--- src/rtl/caliptra_fpga_apb_sequencer.sv ---
// caliptra_fpga_apb_sequencer: queues APB commands and issues them one at a time on an APB requester port.
// Latency: a command pushed into an empty idle queue at edge N gives PSEL at N+1 and PENABLE at N+2.
// Backpressure: cmd_ready drops while the queue is full; no new transfer starts until the held response is consumed.
//
// Ports:
//   aclk_gated, rstn                       clock, asynchronous active-low reset
//   cmd_valid/cmd_ready + cmd_* fields     command push interface (write, addr, wdata, pprot, pauser)
//   resp_valid/resp_ready + resp_* fields  response hold interface (rdata, slverr, timeout)
//   flush                                  discard queued, not yet issued commands
//   busy, fifo_level                       status
//   PSEL..PAUSER / PRDATA, PREADY, PSLVERR APB requester outputs / completer inputs
module caliptra_fpga_apb_sequencer #(
   parameter int TIMEOUT_CYCLES = 255,
   parameter int FIFO_DEPTH     = 2
) (
   input  logic                          aclk_gated,
   input  logic                          rstn,
   input  logic                          cmd_valid,
   output logic                          cmd_ready,
   input  logic                          cmd_write,
   input  logic [31:0]                   cmd_addr,
   input  logic [31:0]                   cmd_wdata,
   input  logic [2:0]                    cmd_pprot,
   input  logic [31:0]                   cmd_pauser,
   output logic                          resp_valid,
   input  logic                          resp_ready,
   output logic [31:0]                   resp_rdata,
   output logic                          resp_slverr,
   output logic                          resp_timeout,
   input  logic                          flush,
   output logic                          busy,
   output logic [$clog2(FIFO_DEPTH):0]   fifo_level,
   output logic                          PSEL,
   output logic                          PENABLE,
   output logic                          PWRITE,
   output logic [31:0]                   PADDR,
   output logic [31:0]                   PWDATA,
   output logic [2:0]                    PPROT,
   output logic [31:0]                   PAUSER,
   input  logic [31:0]                   PRDATA,
   input  logic                          PREADY,
   input  logic                          PSLVERR
);

   localparam int PTR_W   = $clog2(FIFO_DEPTH);
   localparam int LVL_W   = PTR_W + 1;
   localparam int ENTRY_W = 1 + 32 + 32 + 3 + 32;

   localparam logic [LVL_W-1:0] DEPTH_L = LVL_W'(FIFO_DEPTH);
   localparam logic [15:0]      TMO_L   = 16'(TIMEOUT_CYCLES);

   typedef enum logic [1:0] {
      IDLE   = 2'd0,
      SETUP  = 2'd1,
      ACCESS = 2'd2,
      RESP   = 2'd3
   } state_t;

   state_t               state_q, state_d;
   logic [PTR_W-1:0]     wr_ptr_q, wr_ptr_d;
   logic [PTR_W-1:0]     rd_ptr_q, rd_ptr_d;
   logic [LVL_W-1:0]     level_q, level_d;
   logic [15:0]          wait_q, wait_d;
   logic                 pwrite_q, pwrite_d;
   logic [31:0]          paddr_q, paddr_d;
   logic [31:0]          pwdata_q, pwdata_d;
   logic [2:0]           pprot_q, pprot_d;
   logic [31:0]          pauser_q, pauser_d;
   logic [31:0]          rdata_q, rdata_d;
   logic                 slverr_q, slverr_d;
   logic                 timeout_q, timeout_d;

   logic [ENTRY_W-1:0]   mem_q [FIFO_DEPTH];
   logic [ENTRY_W-1:0]   push_entry;
   logic [ENTRY_W-1:0]   head_entry;
   logic                 push;
   logic                 pop;

   // Ready is derived from the registered level only, so a pop while full
   // cannot open a slot in the same cycle.
   assign cmd_ready  = (level_q < DEPTH_L);

   // Flush wins over both a push and an issue in the same cycle.
   assign push       = cmd_valid && cmd_ready && !flush;
   assign pop        = (state_q == IDLE) && (level_q != '0) && !flush;

   assign push_entry = {cmd_write, cmd_addr, cmd_wdata, cmd_pprot, cmd_pauser};
   assign head_entry = mem_q[rd_ptr_q];

   // Storage needs no reset: an entry is only read after it has been written.
   always_ff @(posedge aclk_gated) begin
      if (push) begin
         mem_q[wr_ptr_q] <= push_entry;
      end
   end

   always_comb begin
      state_d   = state_q;
      wr_ptr_d  = wr_ptr_q;
      rd_ptr_d  = rd_ptr_q;
      level_d   = level_q;
      wait_d    = wait_q;
      pwrite_d  = pwrite_q;
      paddr_d   = paddr_q;
      pwdata_d  = pwdata_q;
      pprot_d   = pprot_q;
      pauser_d  = pauser_q;
      rdata_d   = rdata_q;
      slverr_d  = slverr_q;
      timeout_d = timeout_q;

      // Queue bookkeeping; pointers wrap naturally since the depth is a power of two.
      if (flush) begin
         wr_ptr_d = '0;
         rd_ptr_d = '0;
         level_d  = '0;
      end else begin
         if (push) wr_ptr_d = wr_ptr_q + PTR_W'(1);
         if (pop)  rd_ptr_d = rd_ptr_q + PTR_W'(1);
         level_d = level_q + LVL_W'(push) - LVL_W'(pop);
      end

      case (state_q)
         IDLE: begin
            if (pop) begin
               state_d = SETUP;
               {pwrite_d, paddr_d, pwdata_d, pprot_d, pauser_d} = head_entry;
            end
         end
         SETUP: begin
            state_d = ACCESS;
            wait_d  = '0;
         end
         ACCESS: begin
            // A completer answering on the cycle the count hits the limit still
            // completes normally; only a low PREADY at the limit aborts.
            if (PREADY) begin
               state_d   = RESP;
               rdata_d   = pwrite_q ? 32'h0 : PRDATA;
               slverr_d  = PSLVERR;
               timeout_d = 1'b0;
               wait_d    = '0;
            end else if (wait_q == TMO_L) begin
               state_d   = RESP;
               rdata_d   = 32'h0;
               slverr_d  = 1'b1;
               timeout_d = 1'b1;
               wait_d    = '0;
            end else begin
               wait_d = wait_q + 16'd1;
            end
         end
         RESP: begin
            if (resp_ready) state_d = IDLE;
         end
         default: state_d = IDLE;
      endcase
   end

   always_ff @(posedge aclk_gated or negedge rstn) begin
      if (!rstn) begin
         state_q   <= IDLE;
         wr_ptr_q  <= '0;
         rd_ptr_q  <= '0;
         level_q   <= '0;
         wait_q    <= '0;
         pwrite_q  <= 1'b0;
         paddr_q   <= '0;
         pwdata_q  <= '0;
         pprot_q   <= '0;
         pauser_q  <= '0;
         rdata_q   <= '0;
         slverr_q  <= 1'b0;
         timeout_q <= 1'b0;
      end else begin
         state_q   <= state_d;
         wr_ptr_q  <= wr_ptr_d;
         rd_ptr_q  <= rd_ptr_d;
         level_q   <= level_d;
         wait_q    <= wait_d;
         pwrite_q  <= pwrite_d;
         paddr_q   <= paddr_d;
         pwdata_q  <= pwdata_d;
         pprot_q   <= pprot_d;
         pauser_q  <= pauser_d;
         rdata_q   <= rdata_d;
         slverr_q  <= slverr_d;
         timeout_q <= timeout_d;
      end
   end

   // APB strobes decode straight from the state register so reset drops them at once.
   assign PSEL         = (state_q == SETUP) || (state_q == ACCESS);
   assign PENABLE      = (state_q == ACCESS);
   assign PWRITE       = pwrite_q;
   assign PADDR        = paddr_q;
   assign PWDATA       = pwdata_q;
   assign PPROT        = pprot_q;
   assign PAUSER       = pauser_q;

   assign resp_valid   = (state_q == RESP);
   assign resp_rdata   = rdata_q;
   assign resp_slverr  = slverr_q;
   assign resp_timeout = timeout_q;

   assign busy         = (state_q != IDLE) || (level_q != '0);
   assign fifo_level   = level_q;

endmodule

--- config.mk ---
export PLATFORM = sky130hd
export DESIGN_NAME = caliptra_fpga_apb_sequencer
export DESIGN_NICKNAME = d
export VERILOG_FILES = /design/src/rtl/caliptra_fpga_apb_sequencer.sv
export SDC_FILE = /design/constraint.sdc
export NUM_CORES = 1
export LEC_CHECK = 0
export CELL_PAD_IN_SITES_DETAIL_PLACEMENT = 1
export CELL_PAD_IN_SITES_GLOBAL_PLACEMENT = 2
export CORE_MARGIN = 1
export CORE_UTILIZATION = 32
export CTS_CLUSTER_SIZE = 30
export DETAILED_ROUTE_END_ITERATION = 12
export PLACE_DENSITY_LB_ADDON = 0.12
export SLEW_MARGIN = 20
export SYNTH_ARGS = -nofsm -noshare
export SYNTH_HDL_FRONTEND = slang
export SYNTH_SLANG_ARGS = --single-unit
--- constraint.sdc ---
create_clock -name aclk_gated -period 5.8 [get_ports aclk_gated]
set_input_delay 0.58 -clock aclk_gated [delete_from_list [all_inputs] [get_ports aclk_gated]]
set_output_delay 0.58 -clock aclk_gated [all_outputs]
set_load 0.02 [all_outputs]
=== After elaboration in Yosys (flattened, before gate mapping) ===
Memories as Yosys holds them, arrays and structs flattened. A register that Yosys moved wholly into a read port is not among the register bits.
Index checks and enable logic that the tools add are counted.

* Register bits: 56
* RAM bits: 200
* Input port bits: 139
* Output and inout port bits: 141
* Logic and storage cells: 61
* Memories: 1

{| class="wikitable"
|+ Memories
! memory !! depth !! width !! read ports !! clocked after memory_dff !! write ports !! RTL line !! source
|-
| mem_q || 2 || 100 || 1 || 1 || 1 || 73 || <nowiki>logic [ENTRY_W-1:0] mem_q [FIFO_DEPTH];</nowiki>
|}

* Add/subtract/negate cells: 5
* $lt $le $gt $ge: 1
* Equality and inequality tests: 7
* Muxes and demuxes: 21
* Reduce and logical (&&, ||, !) cells: 18

{| class="wikitable"
|+ Operator list
! cell !! count
|-
| $mux 32 || 3
|-
| $mux 16 || 2
|-
| $pmux 16 s2 || 1
|-
| $add 16x1->16 const B || 1
|-
| $eq 16x8->1 const B || 1
|-
| $reduce_bool 2->1 || 6
|-
| $mux 2 || 5
|-
| $mux 1 || 9
|-
| $pmux 2 s4 || 1
|-
| $eq 2x2->1 const B || 2
|-
| $logic_and 1x1->1 || 4
|-
| $reduce_and 2->1 || 2
|-
| $ne 3x1->1 const B || 1
|-
| $reduce_and 3->1 || 1
|-
| $add 1x1->1 const B || 2
|-
| $add 2x1->2 || 1
|-
| $eq 2x1->1 const B || 1
|-
| $logic_not 1->1 || 2
|-
| $logic_not 2->1 || 1
|-
| $logic_or 1x1->1 || 2
|-
| $lt 2x2->1 const B || 1
|-
| $ne 2x1->1 const B || 1
|-
| $ne 2x2->1 const B || 1
|-
| $sub 2x1->2 || 1
|}

=== Logic depth before layout (Yosys ltp) ===
Gate-level depths: netlist of run 1.

* Word-level depth: 6
* Mapped depth: 12
* Gate-level depth less buffers: 10

=== Worst setup path after synthesis of run 1 ===
No wires, ideal clock.

* Kind: in2reg
* Start point: input cmd_valid
* End point: memory mem_q[0][0] (netlist name), enable pin
* Library setup time: 560 ps
* Data arrival time: 5036 ps
* Data required time: 5240 ps
* Setup slack: 204 ps
* Stages on the path: 3
* Path buffers: 0
* Cells stage by stage: nor2b_1 > nand2b_1 > nor2_1

* Longest elaborated chain between the ends: 4

{| class="wikitable"
|+ RTL lines
! element !! RTL line !! source
|-
| start: declaration || 18 || <nowiki>input logic cmd_valid,</nowiki>
|-
| $logic_and 1x1->1 (2 in a row) || 84 || <nowiki>assign push = cmd_valid && cmd_ready && !flush;</nowiki>
|-
| $mux 1 || 92 || <nowiki>if (push) begin</nowiki>
|-
| $mux 1 (not written as such) || 93 || <nowiki>mem_q[wr_ptr_q] <= push_entry;</nowiki>
|-
| end: declaration || 73 ||
|}

Every way passes these cells.

=== Worst setup path after layout of run 1 ===
* Start point: register state_q[0]
* End point: output PSEL

* Longest elaborated chain between the ends: 2
* Elaborated cells between the ends (all ways): 3
* Classes of those cells: 2 x eq/ne; 1 x reduce/logical

{| class="wikitable"
|+ RTL lines
! element !! RTL line !! source
|-
| start: declaration || 59 || <nowiki>state_t state_q, state_d;</nowiki>
|-
| start signal: assignment || 176 || <nowiki>state_q <= state_d;</nowiki>
|-
| $eq 2x1->1 / $eq 2x2->1 (equally long branches) || 193 || <nowiki>assign PSEL = (state_q == SETUP) || (state_q == ACCESS);</nowiki>
|-
| $logic_or 1x1->1 (*) || 193 ||
|-
| end: declaration || 33 || <nowiki>output logic PSEL,</nowiki>
|}

Every way passes the cells marked *; elsewhere a longest branch is shown, timed or not.

==> results of run 1 <==
-- worst max-delay path by stage --
stage / startpoint / to / slack [ps] / cells past startpoint
5_1_grt: state_q[0]$_DFFE_PN0P_ / PSEL / 2800 / 3
3_5_place_dp: flush / fifo_level[1]$_DFF_PN0_ / 2700 / 9
2_1_floorplan: cmd_valid / mem_q[0][0]$_DFFE_PP_ / 200 / 3
4_1_cts: state_q[0]$_DFFE_PN0P_ / PSEL / 2860 / 3
3_3_place_gp: flush / fifo_level[1]$_DFF_PN0_ / 2730 / 9
6_report: state_q[0]$_DFFE_PN0P_ / PSEL / 2920 / 3
-- synth_stat cells, types with 2 or more instances --
master and n:
xnor2_1 11, nor4_1 6, buf_2 23, edfxtp_1 200, nand2b_1 3, nor2_1 120
nor2b_1 2, nand3_1 5, o21ai_0 8, inv_1 11, a21oi_1 105, mux2i_1 102
a22o_2 3, dfrtp_1 156, nand2_1 9, clkbuf_1 12, a22o_1 31, buf_6 3
buf_1 3, ha_1 7, nand4_1 8, nor4_4 2, nor3_1 3
-- stage by stage --
step | area (um2) | util
detailed placement | 16400 | 0.411
global route | 17800 | 0.444
floorplan | 13100 | -
CTS | 17800 | 0.444
finish | 17800 | 0.444
global placement | 16400 | 0.411
-- sequential cells by signal (all words and copies together), names as in the netlist --
| register | flops |
|---|---|
| PWDATA | 32 |
| wait_q | 16 |
| state_q | 2 |
| wr_ptr_q | 1 |
| resp_slverr | 1 |
| mem_q | 200 |
| PAUSER | 32 |
| PPROT | 3 |
| rd_ptr_q | 1 |
| resp_timeout | 1 |
| PADDR | 32 |
| fifo_level | 2 |
| resp_rdata | 32 |
| PWRITE | 1 |
-- metal layers --
metal  share of wire  GRT usage  vias up
li1                -          -     3704
met1            0.42      0.188     4013
met2            0.48      0.257      218
met3           0.075     0.0496       49
met4           0.020     0.0525        6
met5          0.0012          0        -
-- final cells by class --
type | count | share of cell area
clock buffers | 64 | 0.0673
clock inverters | 12 | 0.00775
inverters | 11 | 0.00232
multi-input cells | 441 | 0.165
flip-flops and latches | 356 | 0.558
well taps | 525 | 0.0370
repair buffers | 288 | 0.162
-- where the power goes --
part           switching, uW  internal [uW]  total, uW
logic                   1410           1240       2660
registers                340           3240       3570
clock network            988           1550       2540
total                   2740           6030       8770
-- cell families after synthesis --
family          after synthesis  share of synthesized area
flops                       356                      0.758
simple gates                163                     0.0555
compound gates              157                     0.0744
mux                         102                     0.0781
buf+inv                      53                     0.0192
xor+xnor                     12                    0.00804
fa+ha+maj                     7                    0.00670
-- worst max-delay path, stage by stage (launching register included) --
cell	delay (ps)
dfrtp_1	370
inv_1	80
ha_1	590
clkdlybuf4s50_1	710
==> metrics.cfg, run 1 <==
[clock_network]
cts_inserted_buffers=41
clock_path_buffers=3
htreeDepth=2
root_buffer=clkbuf_16
post_cts_resized=0
cts_tree=yes
path_clk_slew_ps=60
postCtsSetupRepairBufs=0
cts_sinks=356
clkLatencyLatePin_ps=540
postCtsHoldBufs=0

[status]
status=finished, final reports clean

[pwr]
pwr_density_cell_nw_per_um2=493
leakage_uw=0.00643
finalPower_uw=8770
ir_drop_mv=0.274

[place]
place.gp.congestion=0.697
place_inst=1621
hpwl_um=20200
post-place-ws_ps=2700
io_buffers=279

[floorplan]
die_area_um2=41700
io_pins=280
die_y_um=204
rows=73
start_util=0.327
core-area_um2=40000
die_w_um=204

[yosys]
ys_ff_latch=356
synth-edff-count=200
async_flop_share=0.438
yosysTopAreaCell=edfxtp_1
synth_area_leaders=edfxtp_1, dfrtp_1, mux2i_1, a21oi_1, nor2_1
synth.distinct_cells=40
yosys_warnings=0
yosys_most_used_dff=edfxtp_1
synthesis.area_um2=13100
syn_nets=996
syn_avg_cell_area_um2=15.4
yosysTopAreaCellShare=0.459
ys_seq_area_frac=0.758
synthCells=850

[run]
max_cap_violations=0

[hold_path]
min_path_type=input port to async pin

[sta]
whs_ps=127
fin_crit_sh=0.496
layout_setup_ws_ps=2920
finalSetupViolCount=0
finalMaxSlewViolations=0
max_freq_mhz=347
rsz0062_at_grt=false
slew_headroom=0.327
setup_tns_ps=0
tightest_slew_ps=1010
period_needed_ps=2880
skew_ps=12.1
hold_viol_final=0

[setup_path]
path_max_fanout=13
reg2reg_slack_ps=3070
cp-start-kind=flop
r2r-end=fifo_level[1]$_DFF_PN0_
cp.required_ps=5220
path_class=flop to output pin
end_kind=output pin
r2r-start=state_q[0]$_DFFE_PN0P_
r2r_cells=11
cp.arrival_ps=2300

[grt]
grt_pass1_wl_um=48900
antenna_found_initial=3
track_usage=0.155
grt_overflow=0
grt_pass1_vias=8515
grt_max_degree=202

[finish]
fin_cells=1697
area_delta_synth_final_pct=35.9
mostFrequentLayoutCell=clkdlybuf4s50_1
antennaDiodeCount=0
fillCellCount=4041
layout_common_cells=clkdlybuf4s50_1, edfxtp_1, dfrtp_1
drive_above_1_share=0.0683
seq_area_um2=9910
multi_input_area_um2=2940
nets=1285

[detailed_routing]
vias=7990
antenna_left=0
drtIter0Drc=295
drtPass1Iterations=4
wirelength_um=32000
drt-vias-per-instance=4.71
drcViolationCount=0
wl_per_cell_um=18.9

Power figures use the tool's default switching activity.
==> run 2: changes to the inputs <==
==> constraint.sdc (replaced) <==
create_clock -name aclk_gated -period 2.5 [get_ports aclk_gated]
set_input_delay 0.25 -clock aclk_gated [delete_from_list [all_inputs] [get_ports aclk_gated]]
set_output_delay 0.25 -clock aclk_gated [all_outputs]
set_load 0.02 [all_outputs]
==> run 2 against run 1 <==
Compared with the run above: utilization rose by 0.61 points; clock power rose by 130%; combinational power rose by 140%; routed wire length rose by 1.9%; register-to-register slack got worse by 2700 ps; critical path depth did not move; die area did not move; worst hold slack improved by 150 ps.
==> metrics.cfg, run 2 (synthesis results as in run 1) <==
[finish]
area_delta_synth_final_pct=37.8
mostFrequentLayoutCell=clkdlybuf4s50_1
largest_reg_flops=200
regMostFlops=mem_q
nets=1297
drive_above_1_share=0.0845
fin_util=0.450
layout_common_cells=clkdlybuf4s50_1, edfxtp_1, dfrtp_1

[sta]
period_needed_ps=2340
rsz0062_at_grt=false
hold_viol_final=0
finalSetupViolCount=0
tightest_slew_ps=701
finalMaxSlewViolations=0
max_freq_mhz=427
fin_crit_sh=0.938
whs_ps=281
slew_headroom=0.533
skew_ps=14.2

[detailed_routing]
vias=8031
drtPass1Iterations=4
drcViolationCount=0
drtIter0Drc=315
antenna_left=0
wirelength_um=32600
wl_per_cell_um=19.1
drt-vias-per-instance=4.70

[setup_path]
end_kind=output pin
path_class=flop to output pin
path_max_fanout=7
cp-start-kind=flop
cp.arrival_ps=2090
cp.required_ps=2250

[grt]
grt_max_degree=113
grt_overflow=0
antenna_found_initial=3
track_usage=0.159
grt_pass1_vias=8522
grt_pass1_wl_um=50300

[pwr]
leakage_uw=0.00656
finalPower_uw=20600
pwr_density_cell_nw_per_um2=1140
ir_drop_mv=0.530

[floorplan]
die_area_um2=41700
die_w_um=204
die_y_um=204
rows=73
io_pins=280
core-area_um2=40000
start_util=0.327

[clock_network]
clkLatencyLatePin_ps=550
root_buffer=clkbuf_16
clock_path_buffers=3
cts_sinks=356
htreeDepth=2
path_clk_slew_ps=60
cts_inserted_buffers=41
cts_tree=yes

[place]
io_buffers=279
place.gp.congestion=0.727
hpwl_um=21200

[hold_path]
min_path_type=input port to flop

[run]
max_cap_violations=0

[status]
status=finished, final reports clean

[run 2: cell count changes in the layout (fill, tap and decap cells not counted), sizes merged, moves of 2 or more]
cell    delta
buf       +11
clkbuf    -11
clkinv    +11
diode      +2
inv        -2
[run 2: power breakdown]
group | internal (uW) | switching (uW)
logic | 2950 | 3360
clock network | 3630 | 2330
registers | 7500 | 785
total | 14100 | 6480
[run 2: final timing paths]
path | to | start | cells after the start | slack (ps)
max in group asynchronous | wait_q[7]$_DFFE_PN0P_ | rstn | 3 | 1460
setup reg to reg | wait_q[8]$_DFFE_PN0P_ | state_q[0]$_DFFE_PN0P_ | 6 | 400
hold reg to reg | resp_rdata[8]$_DFFE_PN0P_ | resp_rdata[8]$_DFFE_PN0P_ | 1 | 500
setup / recovery | PENABLE | state_q[0]$_DFFE_PN0P_ | 3 | 160
hold / removal | mem_q[1][67]$_DFFE_PP_ | cmd_addr[0] | 1 | 280
min in group asynchronous | PADDR[1]$_DFFE_PN0P_ | rstn | 2 | 310
[run 2: final cells by class]
cell class                      count  area (um2)
Fill cell                        4021       22000
Sequential cell                   356        9910
Timing Repair Buffer              300        3080
Multi-Input combinational cell    441        2950
Clock buffer                       53        1140
Tap cell                          525         657
Clock inverter                     22         214
Inverter                           11        41.3
Antenna cell                        2        5.00
[run 2: worst max-delay path: stages (launching register included)]
cell and delay [ps]:
dfrtp_1 400, inv_1 110, ha_1 350, clkdlybuf4s50_1 690
[run 2: stage by stage]
stage	area (um2)	TNS, ps	cells	setup slack, ps
floorplan	13100	-24730	850	-134
global route	18000	0	1708	12.1
CTS	18000	0	1708	40.6
detailed placement	16600	0	1632	354
finish	18000	0	1710	156
global placement	16600	0	1632	404
[run 2: layer usage]
metal  global-route usage  up-vias  routed length, um
met2                0.257      231              15600
met3               0.0392       48               2030
li1                     -     3739                  -
met1                0.206     4011              14300
met5                    0        -                 13
met4               0.0549        2                702
[run 2: repair_timing]
action | in CTS | in global routing
gates resized for setup | 1 | 1
hold buffers | 1 | 0
setup endpoints to repair | 1 | 1
hold endpoints to repair | 57 | 0
setup buffers | 0 | 0
